**src/rtl/axi4_bound_err_responder.sv**
```systemverilog
// Terminating AXI4 slave for boundary-rejected bursts: it drains write data and
// returns SLVERR on B, and it returns len+1 zero-data SLVERR beats on R.
module axi4_bound_err_responder #(
  parameter int unsigned ID_WIDTH   = 4,
  parameter int unsigned DATA_WIDTH = 64,
  parameter logic [1:0]  ERR_RESP   = 2'b10
) (
  input  logic                  clk_i,
  input  logic                  rst_ni,
  // write address / data / response
  input  logic                  aw_valid_i,
  output logic                  aw_ready_o,
  input  logic [ID_WIDTH-1:0]   aw_id_i,
  input  logic [7:0]            aw_len_i,
  input  logic                  w_valid_i,
  output logic                  w_ready_o,
  input  logic                  w_last_i,
  output logic                  b_valid_o,
  input  logic                  b_ready_i,
  output logic [ID_WIDTH-1:0]   b_id_o,
  output logic [1:0]            b_resp_o,
  // read address / data
  input  logic                  ar_valid_i,
  output logic                  ar_ready_o,
  input  logic [ID_WIDTH-1:0]   ar_id_i,
  input  logic [7:0]            ar_len_i,
  output logic                  r_valid_o,
  input  logic                  r_ready_i,
  output logic [ID_WIDTH-1:0]   r_id_o,
  output logic [DATA_WIDTH-1:0] r_data_o,
  output logic [1:0]            r_resp_o,
  output logic                  r_last_o,
  // status
  output logic                  wlast_mismatch_o,
  output logic                  busy_o
);

  localparam logic [1:0] W_IDLE = 2'd0;
  localparam logic [1:0] W_DATA = 2'd1;
  localparam logic [1:0] W_RESP = 2'd2;

  localparam logic [0:0] R_IDLE = 1'b0;
  localparam logic [0:0] R_DATA = 1'b1;

  logic [1:0]          w_state;
  logic [ID_WIDTH-1:0] w_id;
  logic [7:0]          w_len;
  logic [7:0]          w_cnt;
  logic                w_mismatch;

  logic [0:0]          r_state;
  logic [ID_WIDTH-1:0] r_id;
  logic [7:0]          r_len;
  logic [7:0]          r_cnt;

  logic                w_at_len;
  logic                r_at_len;

  assign w_at_len = (w_cnt == w_len);
  assign r_at_len = (r_cnt == r_len);

  // Write engine: data phase ends on WLAST or on the AWLEN-th beat, whichever
  // comes first; disagreement between the two is flagged one cycle later.
  always_ff @(posedge clk_i or negedge rst_ni) begin
    if (!rst_ni) begin
      w_state    <= W_IDLE;
      w_id       <= '0;
      w_len      <= '0;
      w_cnt      <= '0;
      w_mismatch <= 1'b0;
    end else begin
      w_mismatch <= 1'b0;
      case (w_state)
        W_IDLE: begin
          if (aw_valid_i) begin
            w_id    <= aw_id_i;
            w_len   <= aw_len_i;
            w_cnt   <= '0;
            w_state <= W_DATA;
          end
        end
        W_DATA: begin
          if (w_valid_i) begin
            w_cnt <= w_cnt + 8'd1;
            if (w_last_i || w_at_len) begin
              w_state    <= W_RESP;
              w_mismatch <= w_last_i ^ w_at_len;
            end
          end
        end
        W_RESP: begin
          if (b_ready_i) begin
            w_state <= W_IDLE;
          end
        end
        default: w_state <= W_IDLE;
      endcase
    end
  end

  // Read engine: counter stops at len, so len=255 never wraps before RLAST.
  always_ff @(posedge clk_i or negedge rst_ni) begin
    if (!rst_ni) begin
      r_state <= R_IDLE;
      r_id    <= '0;
      r_len   <= '0;
      r_cnt   <= '0;
    end else begin
      case (r_state)
        R_IDLE: begin
          if (ar_valid_i) begin
            r_id    <= ar_id_i;
            r_len   <= ar_len_i;
            r_cnt   <= '0;
            r_state <= R_DATA;
          end
        end
        R_DATA: begin
          if (r_ready_i) begin
            if (r_at_len) begin
              r_state <= R_IDLE;
            end else begin
              r_cnt <= r_cnt + 8'd1;
            end
          end
        end
        default: r_state <= R_IDLE;
      endcase
    end
  end

  assign aw_ready_o       = (w_state == W_IDLE);
  assign w_ready_o        = (w_state == W_DATA);
  assign b_valid_o        = (w_state == W_RESP);
  assign b_id_o           = w_id;
  assign b_resp_o         = ERR_RESP;
  assign wlast_mismatch_o = w_mismatch;

  assign ar_ready_o = (r_state == R_IDLE);
  assign r_valid_o  = (r_state == R_DATA);
  assign r_id_o     = r_id;
  assign r_data_o   = '0;
  assign r_resp_o   = ERR_RESP;
  assign r_last_o   = (r_state == R_DATA) && r_at_len;

  assign busy_o = (w_state != W_IDLE) || (r_state != R_IDLE);

endmodule

```
**config.mk**
```make
export PLATFORM = sky130hd
export DESIGN_NAME = axi4_bound_err_responder
export DESIGN_NICKNAME = d
export VERILOG_FILES = /design/src/rtl/axi4_bound_err_responder.sv
export SDC_FILE = /design/constraint.sdc
export NUM_CORES = 1
export LEC_CHECK = 0
export ABC_AREA = 1
export CELL_PAD_IN_SITES_DETAIL_PLACEMENT = 1
export CELL_PAD_IN_SITES_GLOBAL_PLACEMENT = 1
export CORE_MARGIN = 2
export CORE_UTILIZATION = 33
export DETAILED_ROUTE_END_ITERATION = 8
export PLACE_DENSITY_LB_ADDON = 0.15
export SLEW_MARGIN = 20
export SYNTH_ARGS = -nofsm -noshare
export SYNTH_HDL_FRONTEND = slang
export SYNTH_SLANG_ARGS = --single-unit
```
**constraint.sdc**
```tcl
create_clock -name clk_i -period 2.8 [get_ports clk_i]
set_clock_uncertainty 0.2 [all_clocks]
set_input_delay 0.56 -clock clk_i [delete_from_list [all_inputs] [get_ports clk_i]]
set_output_delay 0.56 -clock clk_i [all_outputs]
set_load 0.1 [all_outputs]
```
==> results of run 1 <==
-- flip-flops by register name, summed over array words and instances (netlist names) --
register / count
r_id_o: 4
r_cnt: 8
wlast_mismatch_o: 1
b_id_o: 4
w_len: 8
r_valid_o: 1
w_cnt: 8
r_len: 8
w_state: 2
-- power by group through the flow --
stage	registers (mW)	logic, mW	clock network (mW)
2_1_floorplan	1.28	1.14	0
5_1_grt	1.03	1.76	0.569
3_3_place_gp	1.01	1.63	0
4_1_cts	1.00	1.65	0.550
6_report	0.997	1.62	0.530
3_5_place_dp	1.02	1.64	0
-- cell type report --
| type | instances | area (um^2) | share of cell area |
|---|---|---|---|
| Clock buffer | 6 | 82.6 | 0.0259 |
| Clock inverter | 2 | 38.8 | 0.0122 |
| Inverter | 28 | 105 | 0.0330 |
| Multi-Input combinational cell | 267 | 1270 | 0.399 |
| Sequential cell | 44 | 1100 | 0.346 |
| Tap cell | 105 | 131 | 0.0413 |
| Timing Repair Buffer | 49 | 453 | 0.142 |
-- placed cells by master, fill, tap and decap left out, drive strengths merged, types with 2 or more instances in the layout --
master,instances
clkbuf,6
conb,68
nor2,31
xor2,11
clkdlybuf4s50,30
o21ai,4
mux2,7
dfrtp,44
nor4,2
nand2,102
nand3,20
inv,28
a21oi,13
buf,19
ha,3
-- logic make-up (layout without fill, tap and decap cells) --
kind of cell,after synthesis,count (layout),share of synthesized area
simple gates,157,157,0.242
flops,44,44,0.395
xor+xnor,12,12,0.0377
fa+ha+maj,3,3,0.0135
buf+inv,103,85,0.239
compound gates,19,19,0.0386
other cells,2,68,0.00269
mux,8,8,0.0318
-- layer usage --
metal	wire, um	vias up	global-route usage
met5	0	-	0
met4	47	0	0.0357
met3	215	5	0.0274
met2	3020	41	0.246
met1	2510	965	0.166
li1	-	1025	-
-- stage by stage --
step                      power, mW  instance area [um^2]  worst slack [ps]  instances  hold slack, ps
after floorplan                2.42                  3040               124        414            64.4
after global placement         2.64                  3060               575        493             269
after detailed placement       2.66                  3060               513        493             273
after CTS                      3.20                  3180               155        501             161
after global routing           3.37                  3180              18.0        501             195
final                          3.15                  3180               177        501             132
-- worst register-to-register path, cell delays in order (launching register included) --
cell and delay [ps]:
dfrtp_2 410, inv_1 200, a21oi_1 180, nand2_1 60, nor2_1 120, nand3_2 230
nand2_2 240, nand2_1 70, nand2_1 70
-- Yosys cell counts (2+ instances only) --
cell and count:
conb_1 2, xor2_1 11, nand3_1 18, ha_1 3, nor4_1 2, nor2_2 3
buf_4 70, inv_1 26, nand2_2 4, inv_2 2, nand2_4 2, nand3_2 2
mux2_2 7, a21oi_1 12, buf_2 3, nand2_1 96, nor2_1 27, o21ai_0 4
buf_6 2, dfrtp_1 44
-- how the worst max path moves through the flow --
| stage | start | endpoint | slack, ps | depth (start not counted) |
|---|---|---|---|---|
| CTS | r_valid_o | r_last_o | 150 | 7 |
| finish | r_valid_o | r_last_o | 180 | 7 |
| floorplan | w_state[0] | busy_o | 120 | 2 |
| global route | r_valid_o | r_last_o | 20 | 7 |
| global placement | r_valid_o | r_last_o | 570 | 7 |
| detailed placement | r_valid_o | r_last_o | 510 | 7 |
==> metrics, run 1 <==
Netlist cell types=28; H-tree depth=2; post-synth top area cell=dfrtp_1; filler cell count=1031; Slew Viols, Final=0; Synth Cell Area=0.00279 mm^2; Tcrit/Tclk final=0.937; largest net degree at the start of global routing=45; Final Hold Viols=0; setup_tns=0 ps; RR Startpoint=r_valid_o; Worst Path Buf+Inv=3; Combinational Power Share=0.515; R2R cell count=8; Yosys warnings=0; Critical Path RT=2040 ps; GP Congestion=0.811; worst-margin pin slew=590 ps; DP Wirelength=4.42 mm; number of cells upsized or downsized after cts=0; Initial Util=0.340; Post-synth EDFFs=0; CTS Buf Count=5; area of the die=0.00921 mm^2; Primary FF master, synth=dfrtp_1; # rows=33; CTS Hold Bufs=0; layout cells sized above 1=0.131; via count=2036; first drt pass iteration count=3; leakage power=1.72 nW; internal power=1.48 mW; maximum VDD drop=0.461 mV; synthesis-stage register bit count=44; Final #Nets=430; Core Area=0.00822 mm^2; final core utilization=0.388; I/O Pins=116; power per cell area=989 mW/mm^2; # Max-Cap Violations=0; worst-path maximum fanout=11; CTS clk-pin slew, worst paths=90 ps; Psw=1.67 mW; DRT Wirelength=5.79 mm; setup repair bufs after CTS=0; Worst EP arrival=1860 ps; Vias/cell=4.06; first-pass GRT wire length=9.78 mm; CP top delay family=buffers and inverters; final setup fails=0; crit end category=output pin; Clock Tree Buf Depth=2; Switching Share=0.531; cell mode on critical path=inv_1; initial DRC count=26; worst relative slew slack=0.607; Final ANT Viol Nets=0; CTS root buf=clkbuf_8; Sink Count=44; Tot GR Track Use=0.137; HP Class=in -> async; dominant cells by area after synthesis=dfrtp_1 39%, buf_4 19%, nand2_1 13%; die height=96.0 um; status=completed; mean area per synthesized cell=8.02 um^2; reg-to-reg slack, setup=960 ps; slowest CP cell=dfrtp_2; total gr overflow=0; reg2reg end=r_cnt[2]; antenna cells=0; post-synth top area share=0.395; CTS tree=built; async set-reset flop share out of synthesis=1.00; CP startpoint kind=flop; FMAX=381 MHz; vias in the first global route=2114; RSZ-0062 raised after global routing=false; initial antenna violation count=0; Cells after Synth=348; share of the yosys chip area belonging to registers=0.395; Crit path largest cell delay=410 ps; Clock Latency Late Sink=300 ps; CP cell instances=inv_1 -> a21oi_1 -> nand2_1 -> nor2_1 -> nand3_2 -> inv_1 -> buf_12; min cycle time layout=2620 ps; sequential power share=0.316; Clock power frac=0.168; Buffers on Ports=47; Remaining DRCs=0; Layout area overhead=14.1%; critical path type=reg -> out; Die W=96.0 um; WL/cell=11.6 um
Note: power is estimated with default switching activity, not from simulation.
==> run 2, diff against run 1 <==
--- a/config.mk
+++ b/config.mk
@@ -9,8 +9,9 @@
 export CELL_PAD_IN_SITES_DETAIL_PLACEMENT = 1
 export CELL_PAD_IN_SITES_GLOBAL_PLACEMENT = 1
 export CORE_MARGIN = 2
-export CORE_UTILIZATION = 33
+export CORE_UTILIZATION = 35
 export DETAILED_ROUTE_END_ITERATION = 8
+export DONT_BUFFER_PORTS = 1
 export PLACE_DENSITY_LB_ADDON = 0.15
 export SLEW_MARGIN = 20
 export SYNTH_ARGS = -nofsm -noshare
==> metrics, run 2 (synthesis results as in run 1) <==
status=completed (unchanged); Final ANT Viol Nets=0 (unchanged); die height=93.3 um (was 96.0 um); WL/cell=12.3 um (was 11.6 um); RR Startpoint=r_valid_o (unchanged); vias in the first global route=1966 (was 2114); initial antenna violation count=0 (unchanged); Worst Path Buf+Inv=2 (was 3); Worst EP arrival=1760 ps (was 1860 ps); crit end category=output pin (unchanged); Reg area=0.00110 mm^2 (unchanged); Clock Tree Buf Depth=2 (unchanged); filler cell count=968 (was 1031); met2 GRT Util=0.236 (was 0.246); worst relative slew slack=0.390 (was 0.607); leakage power=1.55 nW (was 1.72 nW); DP Wirelength=4.20 mm (was 4.42 mm); Final Hold Viols=0 (unchanged); maximum VDD drop=0.501 mV (was 0.461 mV); FMAX=397 MHz (was 381 MHz); GP Congestion=0.785 (was 0.811); via count=1922 (was 2036); Final #Nets=390 (was 430); Die W=93.3 um (was 96.0 um); Crit path largest cell delay=500 ps (was 410 ps); setup_tns=0 ps (unchanged); Core Area=0.00773 mm^2 (was 0.00822 mm^2); first-pass GRT wire length=9.33 mm (was 9.78 mm); Layout Cells excl Fill=458 (was 501); Slew Viols, Final=0 (unchanged); CTS Buf Count=5 (unchanged); final setup fails=0 (unchanged); power per cell area=1050 mW/mm^2 (was 989 mW/mm^2); M3 GR Usage=0.0306 (was 0.0274); worst-margin pin slew=915 ps (was 590 ps); Initial Util=0.361 (was 0.340); H-tree depth=2 (unchanged); layout cells sized above 1=0.118 (was 0.131); RSZ-0062 raised after global routing=false (unchanged); slowest CP cell=dfrtp_1 (was dfrtp_2); area of the die=0.00870 mm^2 (was 0.00921 mm^2); HP Class=in -> reg (was in -> async); HP Start=b_ready_i; Tcrit/Tclk final=0.900 (was 0.937); CTS tree=built (unchanged); min cycle time layout=2520 ps (was 2620 ps); number of cells upsized or downsized after cts=0 (unchanged); Cells after DPL=448 (was 493); Clock Latency Late Sink=300 ps (about the same); reg-to-reg slack, setup=940 ps (was 960 ps); largest net degree at the start of global routing=45 (unchanged); CP cell instances=xor2_1 -> nor2_1 -> nand3_2 -> inv_1 -> buf_12 (was inv_1 -> a21oi_1 -> nand2_1 -> nor2_1 -> nand3_2 -> inv_1 -> buf_12); Vias/cell=4.20 (was 4.06); Critical Path RT=2040 ps (about the same); Tot GR Track Use=0.133 (was 0.137); Buffers on Ports=0 (was 47); Crit. Startpoint=r_cnt[2] (was r_valid_o); Remaining DRCs=0 (unchanged); CP startpoint kind=flop (unchanged); most frequent cells in the layout=95 x nand2_1, 68 x conb_1, 43 x dfrtp_1 (unchanged); M1 GR Usage=0.167 (was 0.166); DP Area=0.00267 mm^2 (was 0.00306 mm^2); commonest non-fill, non-tap cell in the layout=nand2_1 (unchanged); Power Total=2.93 mW (was 3.15 mW); critical path type=reg -> out (unchanged); area occupied by multi-input gates=0.00127 mm^2 (about the same); CP top delay family=flip-flops (was buffers and inverters); worst-path maximum fanout=11 (unchanged); antenna cells=0 (unchanged); Layout area overhead=0.314% (was 14.1%); Design Area, Final=0.00280 mm^2 (was 0.00318 mm^2); # Max-Cap Violations=0 (unchanged); total gr overflow=0 (unchanged); initial DRC count=56 (was 26); CTS clk-pin slew, worst paths=90 ps (about the same); busiest grt layer=met2 (unchanged); Sink Count=44 (unchanged); # rows=32 (was 33); first drt pass iteration count=4 (was 3); I/O Pins=116 (unchanged); DRT Wirelength=5.66 mm (was 5.79 mm); CTS root buf=clkbuf_8 (unchanged)
## run 2: changes by cell type in the layout (fill, tap and decap cells not counted), sizes merged
| cell | delta |
|---|---|
| bufinv | -1 |
| dlygate4sd3 | +1 |
| clkinv | +2 |
| clkbuf | -1 |
| clkdlybuf4s50 | -30 |
| buf | -11 |
## run 2: metal layers
layer / share of wire / wire length (um)
met3: 0.041 / 234
met4: 0.0062 / 35
met1: 0.42 / 2360
met5: 0 / 0
met2: 0.53 / 3020
## run 2: worst reg2reg max path: cells and delay by family (launching register included)
family                 cells  cell delay (ps)
buffers and inverters      2              450
flip-flops                 1              410
multiplexers               1              370
AND/OR/NAND/NOR            1              320
## run 2: what timing repair did
action | in CTS | in global routing
setup buffers | 0 | 0
endpoints found under the hold margin | 44 | 0
hold buffers | 2 | 0
## run 2: layout make-up
class,instances,area share
multi-input cells,267,0.455
flip-flops and latches,44,0.394
well taps,102,0.0456
inverters,28,0.0376
repair buffers,9,0.0367
clock buffers,5,0.0246
clock inverters,3,0.00671
## run 2: report_power, final
| group | switching [mW] | internal, mW |
|---|---|---|
| logic | 0.906 | 0.268 |
| clock network | 0.241 | 0.175 |
| registers | 0.520 | 0.815 |
## run 2: path summary, 6_finish.rpt
check                                   to  depth (start not counted)
worst min-delay path            w_state[1]                          1
worst max register to register   r_id_o[1]                          4
worst max-delay path              r_last_o                          5
max in group asynchronous        r_id_o[2]                          2
worst min register to register    w_len[1]                          2
min in group asynchronous         r_cnt[6]                          2
## run 2: metrics by stage
stage               setup WS [ps]   util  hold WS, ps
floorplan                     124      -         64.4
global placement              573  0.346         65.8
detailed placement            586  0.346         65.9
CTS                           246  0.362          138
global route                  125  0.362          139
finish                        279  0.362          142
==> run 3, diff against run 2 <==
--- a/config.mk
+++ b/config.mk
@@ -6,10 +6,12 @@
 export NUM_CORES = 1
 export LEC_CHECK = 0
 export ABC_AREA = 1
+export CAP_MARGIN = 5
 export CELL_PAD_IN_SITES_DETAIL_PLACEMENT = 1
 export CELL_PAD_IN_SITES_GLOBAL_PLACEMENT = 1
 export CORE_MARGIN = 2
 export CORE_UTILIZATION = 35
+export CTS_CLUSTER_DIAMETER = 60
 export DETAILED_ROUTE_END_ITERATION = 8
 export DONT_BUFFER_PORTS = 1
 export PLACE_DENSITY_LB_ADDON = 0.15
==> results of run 3 <==
The final DEF is identical to that of run 2; final timing and power are the same.
